`config.mk`:
```
export PLATFORM = sky130hd
export DESIGN_NAME = exec_dispatch
export DESIGN_NICKNAME = d
export VERILOG_FILES = /design/src/rtl/exec_dispatch.sv
export SDC_FILE = /design/constraint.sdc
export NUM_CORES = 1
export LEC_CHECK = 0
export CAP_MARGIN = 20
export CORE_MARGIN = 3
export CORE_UTILIZATION = 35
export DETAILED_ROUTE_END_ITERATION = 12
export PLACE_DENSITY_LB_ADDON = 0.25
export REMOVE_ABC_BUFFERS = 1
export SLEW_MARGIN = 40
export SYNTH_ARGS = -nofsm -noshare
export SYNTH_HDL_FRONTEND = slang
export SYNTH_SLANG_ARGS = --single-unit
```
`constraint.sdc`:
```
create_clock -name clk -period 3.4 [get_ports clk]
set_input_delay 0.85 -clock clk [delete_from_list [all_inputs] [get_ports clk]]
set_output_delay 0.85 -clock clk [all_outputs]
set_load 0.1 [all_outputs]
```
`src/rtl/exec_dispatch.sv`:
```
// exec_dispatch: execute stage that accepts one decoded instruction, issues it
// to one of NUM_UNITS external functional units over req/done, resolves
// jal/jalr/conditional branches, and holds a registered result for writeback.
// Optional watchdog: define EXEC_TIMEOUT_EN to bound the wait for u_done by
// TIMEOUT cycles (expiry completes the op with out_err=1).
module exec_dispatch #(
    parameter int XLEN      = 32,
    parameter int NUM_UNITS = 2,
    parameter int UW        = 3,
    parameter int TIMEOUT   = 64
) (
    input  logic                      clk,
    input  logic                      rstn,
    input  logic                      flush,
    input  logic                      in_valid,
    output logic                      in_ready,
    input  logic [UW-1:0]             in_unit,
    input  logic [XLEN-1:0]           in_pc,
    input  logic [XLEN-1:0]           in_imm,
    input  logic [XLEN-1:0]           in_rs1,
    input  logic [XLEN-1:0]           in_rs2,
    input  logic [4:0]                in_rd,
    input  logic                      in_jal,
    input  logic                      in_jalr,
    input  logic                      in_cond,
    output logic [NUM_UNITS-1:0]      u_req,
    output logic [XLEN-1:0]           u_rs1,
    output logic [XLEN-1:0]           u_rs2,
    output logic [XLEN-1:0]           u_imm,
    output logic [XLEN-1:0]           u_pc,
    input  logic [NUM_UNITS-1:0]      u_done,
    input  logic [NUM_UNITS*XLEN-1:0] u_result,
    output logic                      out_valid,
    input  logic                      out_ready,
    output logic [XLEN-1:0]           out_result,
    output logic [4:0]                out_rd,
    output logic                      out_jump,
    output logic [XLEN-1:0]           out_jump_dest,
    output logic                      out_err
);

    localparam logic [1:0] S_IDLE  = 2'd0;
    localparam logic [1:0] S_ISSUE = 2'd1;
    localparam logic [1:0] S_WAIT  = 2'd2;
    localparam logic [1:0] S_DONE  = 2'd3;

    if (NUM_UNITS < 1 || NUM_UNITS > 8 || (1 << UW) < NUM_UNITS || TIMEOUT < 1) begin : g_bad_cfg
        $error("exec_dispatch: invalid parameter set");
    end

    logic [1:0]      state;
    logic [UW-1:0]   unit_q;
    logic [4:0]      rd_q;
    logic            cond_q;
    logic            sel_done;
    logic [XLEN-1:0] sel_result;
    logic            accept;
    logic            busy;
    logic            is_jump;
    logic            bad_unit;
    logic            enter_issue;
    logic            tmo_hit;
    logic            taken;
    logic [XLEN-1:0] jal_dest;
    logic [XLEN-1:0] jalr_sum;
    logic [XLEN-1:0] br_dest;

    // Select the done flag and result of the unit the current op was issued to
    always_comb begin
        sel_done   = 1'b0;
        sel_result = '0;
        for (int i = 0; i < NUM_UNITS; i++) begin
            if (unit_q == UW'(i)) begin
                sel_done   = u_done[i];
                sel_result = u_result[i*XLEN +: XLEN];
            end
        end
    end

    assign in_ready    = !flush && (state == S_IDLE || (state == S_DONE && out_ready));
    assign accept      = in_valid && in_ready;
    assign busy        = (state == S_ISSUE) || (state == S_WAIT);
    assign is_jump     = in_jal || in_jalr;
    assign bad_unit    = {1'b0, in_unit} >= (UW+1)'(NUM_UNITS);
    assign enter_issue = accept && !is_jump && !bad_unit;
    assign out_valid   = (state == S_DONE);

    assign jal_dest = in_pc + in_imm;
    assign jalr_sum = in_rs1 + in_imm;
    assign br_dest  = u_pc + u_imm;
    assign taken    = cond_q && (sel_result == XLEN'(1));

    // Issue pulse is a decode of the ISSUE state, so it lasts exactly one cycle
    always_comb begin
        u_req = '0;
        for (int i = 0; i < NUM_UNITS; i++) begin
            if (state == S_ISSUE && unit_q == UW'(i)) u_req[i] = 1'b1;
        end
    end

`ifdef EXEC_TIMEOUT_EN
    localparam int CW = $clog2(TIMEOUT + 1);
    logic [CW-1:0] tmo_cnt;

    // Watchdog: cleared when an op is issued, counts every ISSUE/WAIT cycle
    always_ff @(posedge clk) begin
        if (!rstn)            tmo_cnt <= '0;
        else if (enter_issue) tmo_cnt <= '0;
        else if (busy)        tmo_cnt <= tmo_cnt + CW'(1);
    end

    // Fires in the TIMEOUT-th ISSUE/WAIT cycle; a u_done in that cycle still wins
    assign tmo_hit = busy && (tmo_cnt == CW'(TIMEOUT - 1));
`else
    assign tmo_hit = 1'b0;
`endif

    // Control FSM plus operand latch and result capture on entry to DONE
    always_ff @(posedge clk) begin
        if (!rstn) begin
            state         <= S_IDLE;
            unit_q        <= '0;
            rd_q          <= '0;
            cond_q        <= 1'b0;
            u_rs1         <= '0;
            u_rs2         <= '0;
            u_imm         <= '0;
            u_pc          <= '0;
            out_result    <= '0;
            out_rd        <= '0;
            out_jump      <= 1'b0;
            out_jump_dest <= '0;
            out_err       <= 1'b0;
        end else if (flush) begin
            state <= S_IDLE;
        end else begin
            case (state)
                S_IDLE, S_DONE: begin
                    if (accept) begin
                        unit_q <= in_unit;
                        rd_q   <= in_rd;
                        cond_q <= in_cond;
                        u_rs1  <= in_rs1;
                        u_rs2  <= in_rs2;
                        u_imm  <= in_imm;
                        u_pc   <= in_pc;
                        if (is_jump) begin
                            state         <= S_DONE;
                            out_result    <= in_pc + XLEN'(4);
                            out_rd        <= in_rd;
                            out_jump      <= 1'b1;
                            out_jump_dest <= in_jal ? jal_dest : {jalr_sum[XLEN-1:1], 1'b0};
                            out_err       <= 1'b0;
                        end else if (bad_unit) begin
                            state         <= S_DONE;
                            out_result    <= '0;
                            out_rd        <= in_rd;
                            out_jump      <= 1'b0;
                            out_jump_dest <= '0;
                            out_err       <= 1'b1;
                        end else begin
                            state <= S_ISSUE;
                        end
                    end else if (state == S_DONE && out_ready) begin
                        state <= S_IDLE;
                    end
                end
                default: begin
                    if (sel_done) begin
                        state         <= S_DONE;
                        out_result    <= sel_result;
                        out_rd        <= rd_q;
                        out_jump      <= taken;
                        out_jump_dest <= taken ? br_dest : '0;
                        out_err       <= 1'b0;
                    end else if (tmo_hit) begin
                        state         <= S_DONE;
                        out_result    <= '0;
                        out_rd        <= rd_q;
                        out_jump      <= 1'b0;
                        out_jump_dest <= '0;
                        out_err       <= 1'b1;
                    end else begin
                        state <= S_WAIT;
                    end
                end
            endcase
        end
    end

endmodule

```
-- Word level (Yosys, flattened, before mapping)
Index checks and enable logic that the tools add are counted.
- word-level logic and storage cells: 81
- register bits: 210
- bits of input ports: 210
- bitwise operators: 2
- reduce and logical (&&, ||, !) cells: 16
- equality and inequality tests: 7
- $lt $le $gt $ge: 1
- multiplexer cells: 38
- $add $sub $neg: 4
- operator list (cell ; count):
    2-to-1 mux 32 bit ; 13
    adder 32 bit ; 3
    adder 32 x 3 -> 32 bit, second input constant ; 1
    equality test 32 x 1 -> 1 bit, second input constant ; 1
    2-to-1 mux 5 bit ; 5
    2-to-1 mux 1 bit ; 15
    2-to-1 mux 2 bit ; 5
    logical AND 1 bit ; 6
    != test 3 bit, second input constant ; 2
    AND reduction 4 bit ; 1
    OR reduction 2 bit ; 2
    equality test 3 x 1 -> 1 bit, second input constant ; 1
    greater-or-equal comparator 3 x 2 -> 1 bit, second input constant ; 1
    logical NOT 3 bit ; 1
    AND reduction 3 bit ; 1
    equality test 2 x 1 -> 1 bit, second input constant ; 1
    equality test 2 bit, second input constant ; 1
    logical NOT 2 bit ; 1
    logical OR 1 bit ; 2
    != test 2 bit, second input constant ; 1
    NOT 1 bit ; 2
    nonzero test 2 bit ; 1
    logical NOT 1 bit ; 1

-- Depth between registers and ports, before layout
- word-level depth: 8
- depth in mapped cells: 12
- mapped depth without buffers: 12

-- Worst setup path after synthesis
Ideal clock, no wire load.
- path kind: register -> register
- from: register state[0]
- to: register out_result[0]
- arrival: 3970 ps
- library setup time: 142 ps
- path slack: -713 ps
- stages on the path, launching flop included: 9
- cell sequence: dfxtp_1 ha_1 a21oi_1 nor2_1 a21oi_1 and4bb_2 buf_2 buf_1 a311oi_1
- word-level cells in the longest chain between the ends: 7
- elaborated cells between the ends (all ways): 12
- classes of those cells: eq/ne (3); mux (1); reduce/logical (8)
- ends and longest elaborated chain (element ; line ; text):
    from (decl) ; 51 ; logic [1:0] state;
    from (signal assigned) ; 121 ; state <= S_IDLE;
    from (signal assigned) ; 135 ; state <= S_IDLE;
    from (signal assigned) ; 148 ; state <= S_DONE;
    equality test 2 bit ; n/a ;
    net out_valid ; 33 ; output logic out_valid,
    logical AND 1 bit ; 80 ; assign in_ready = !flush && (state == S_IDLE || (state == S_DONE && out_ready));
    logical OR 1 bit ; 80 ;
    logical AND 1 bit ; 80 ;
    net in_ready ; 16 ; output logic in_ready,
    logical AND 1 bit ; 81 ; assign accept = in_valid && in_ready;
    != test 2 bit (no source line) ; n/a ;
    AND reduction 4 bit (no source line) ; n/a ;
    to (signal assigned) ; 149 ; out_result <= in_pc + XLEN'(4);
    to (signal assigned) ; 171 ; out_result <= sel_result;
    to (decl) ; 35 ; output logic [XLEN-1:0] out_result,
The timed path passes the listed nets, and every way through them passes these cells.
A chain may end at the register's enable or synchronous reset.

-- Final worst setup path
- from: input port in_pc[1]
- to: register out_jump_dest[24]
- word-level cells in the longest chain between the ends: 5
- ends and longest elaborated chain (element ; line ; text):
    from (decl) ; 18 ; input logic [XLEN-1:0] in_pc,
    adder 32 bit ; 88 ; assign jal_dest = in_pc + in_imm;
    2-to-1 mux 32 bit ; 152 ; out_jump_dest <= in_jal ? jal_dest : {jalr_sum[XLEN-1:1], 1'b0};
    2-to-1 mux 32 bit ; 147 ; if (is_jump) begin
    2-to-1 mux 32 bit ; 139 ; if (accept) begin
    2-to-1 mux 32 bit ; 137 ; case (state)
    to (signal assigned) ; 152 ;
    to (signal assigned) ; 174 ; out_jump_dest <= taken ? br_dest : '0;
    to (decl) ; 38 ; output logic [XLEN-1:0] out_jump_dest,
Every way passes these cells. The select of a mux whose other input is x is not followed.

==> results.md <==
- Status: completed
- Syn. warnings: 0
- Pint: 5644 µW
- Die X: 205.3 µm
- Clock Latency Late Sink: 550 ps
- I/O Buffers: 412
- Register share of total power: 28.9%
- Synth unique cells: 74
- Fill count: 3770
- Register bit count reported by yosys: 210
- CTS H-tree lvls: 1
- Critical Path AT: 3730 ps
- Final max-slew violation count: 0
- DR iter-0 viols: 1341
- Clock Path Buffers: 3
- Logic pwr share: 41.8%
- Crit. End Element: register
- Worst-margin pin slew: 582.3 ps
- Final Util: 53.26%
- CP max FO: 4
- Sequential element share of the synthesized area: 30.25%
- Post-synth top area cell: dfxtp_1
- Sw frac: 41.81%
- Wirelength per Cell: 20.79 µm
- Fraction of layout cells with a size suffix above 1: 21.85%
- Post-route cell area: 20730 µm²
- Post-Syn Area: 13900 µm²
- Setup CP Type: input port to register
- Hold crit path type: register to register
- Max Freq: 303.6 MHz
- Site Rows: 72
- Post-route ant nets: 0
- Post-synth EDFFs: 0
- Pleak: 0.008778 µW
- Largest net degree at the start of global routing: 92
- Final HPWL DP: 48240 µm
- # nets final: 2712
- Max cap viols: 0
- Critical path data required time: 3830 ps
- Clk sinks: 210
- Top_reg_cell synth: dfxtp_1
- Final worst slack: 106.5 ps
- CTS tree: built
- Chip Height: 205.3 µm
- CTS root buf: clkbuf_16
- Cell count after synthesis: 1842
- Hold WS: 455.1 ps
- # IOs: 413
- Die Footprint: 42140 µm²
- Final period util: 96.87%
- Dpl ws: -753.9 ps
- Fin crit period: 3293 ps
- Synth top area share: 30.25%
- Initial antenna violation count: 1
- Relative slew slack: 60.83%
- Setup Skew: 18.45 ps
- Pwr Density: 467.9 nW/µm²
- Reg area: 4205 µm²
- Clock share of power: 29.3%
- Kind of start point of the critical path: input port
- Routability cong.: 0.9492
- Setup_tns: 0 ps
- Syn_area_per_cell: 7.546 µm²
- Total routed wirelength: 61110 µm
- CTS Buf Count: 26
- Total gr overflow: 0
- CORE AREA: 38920 µm²
- Residual DRC: 0
- Top cells by area, synth: dfxtp_1 30%, nand2_1 9.8%, a21oi_1 9.1%
- Area taken by multi-input logic gates: 9358 µm²
- Wire length of the first global-routing pass: 89710 µm
- Synth async-reset ratio: 0%
- DR vias/cell: 5.452
- Initial Utilization: 35.72%
- DRT Pass-1 Iters: 8
- Total GRT Usage: 27.29%
- Clk slew on worst S/H paths: 70 ps
- Vias in the first global route: 15370
- Final-report hold violation count: 0
- NetSw: 4054 µW
- DR vias: 16030
- DP Area: 19650 µm²
- Final setup fails: 0
- Syn-to-layout area delta: 49.13%
- VDD IR-drop max: 0.3847 mV
state kept, by name, indices dropped and copies added, names as in the netlist:
name and cells:
out_rd 5, out_result 32, out_jump_dest 32, u_rs2 32, unit_q 3, rd_q 5, state 2, u_pc 32
cond_q 1, out_err 1, u_imm 32, out_jump 1, u_rs1 32
cell usage after synthesis (all sizes together), types with 38 or more instances:
master and instances:
nand2 363, a21oi 256, dfxtp 210, o21ai 109, nor2 106, ha 96
clkbuf 94, xnor2 61, nand3 43, xor2 41, mux2i 40, a21o 38
timing repair:
| action | 4_1_cts | 5_1_grt |
|---|---|---|
| endpoints found under the setup margin | 10 | 11 |
| setup buffers | 1 | 2 |
| pin swaps | 6 | 18 |
| gates resized for setup | 10 | 36 |
| hold buffers | 0 | 0 |
power groups by stage:
stage / registers [µW] / clock network, µW / logic (µW)
2_1_floorplan: 4170 / 0 / 1220
5_1_grt: 2820 / 2980 / 4280
3_5_place_dp: 2860 / 0 / 3980
4_1_cts: 2800 / 2900 / 4000
6_report: 2800 / 2840 / 4050
3_3_place_gp: 2850 / 0 / 3960
placed cells by master, fill, tap and decap left out, types with 15 or more instances in the layout:
master / n
a31oi_1: 15
o221ai_1: 30
buf_4: 420
a221oi_1: 15
xor2_1: 41
nand2_1: 363
clkdlybuf4s50_1: 205
o21ai_0: 103
a21o_1: 38
nor2_1: 104
a211oi_1: 17
nor3_1: 29
inv_1: 29
and3_1: 21
nand3_1: 43
dfxtp_1: 209
ha_1: 92
clkbuf_16: 27
a21oi_1: 248
xnor2_1: 61
mux2i_1: 40
path summary, 6_finish.rpt:
| check | slack [ps] | endpoint | depth (start not counted) | startpoint |
|---|---|---|---|---|
| worst max-delay path | 110 | out_jump_dest[24] | 12 | in_pc[1] |
| worst min-delay path | 460 | u_rs2[7] | 2 | u_rs2[7] |
| worst max register to register | 140 | out_jump_dest[29] | 11 | u_imm[1] |
| worst min register to register | 460 | u_rs2[7] | 2 | u_rs2[7] |
routing by layer:
metal | up-vias | routed length (µm) | global-route usage [%]
li1 | 7744 | - | -
met1 | 7522 | 26160 | 35.65
met2 | 663 | 27940 | 45.04
met3 | 100 | 5043 | 5.537
met4 | 0 | 1965 | 9.080
met5 | - | 0 | 0
critical path: stages:
cell	delay, ps
clkdlybuf4s50_1	540
inv_1	100
fa_2	400
nand2b_4	160
a21oi_4	170
o41a_1	310
a21oi_2	140
o2111a_1	310
o31ai_2	290
xor2_1	100
a221oi_1	240
o2bb2ai_1	110
area by class of cell:
type                       instances  share of cell area [%]
antenna                            1                 0.01207
clock buffer                      36                   3.616
clock inverter                    10                  0.5432
inverter                          30                  0.5674
multi-input combinational       1492                   45.14
sequential                       210                   20.29
tap                              518                   3.127
timing repair buffer             643                   26.70
per-stage QoR:
stage,power (µW),cells
2_1_floorplan,5389,1732
3_3_place_gp,6804,2890
3_5_place_dp,6833,2890
4_1_cts,9704,2937
5_1_grt,10090,2940
6_report,9698,2940
kinds of logic after synthesis:
family	after synthesis	share of synthesized area, %
and+or+nand+nor	661	21.15
AOI/OAI and AO/OA	587	26.11
DFF	210	30.25
buffers and inverters	140	3.871
xor gates and xnor gates	102	6.427
adders and majority gates	99	9.074
muxes	43	3.124
(Power assumes the default switching activity.)
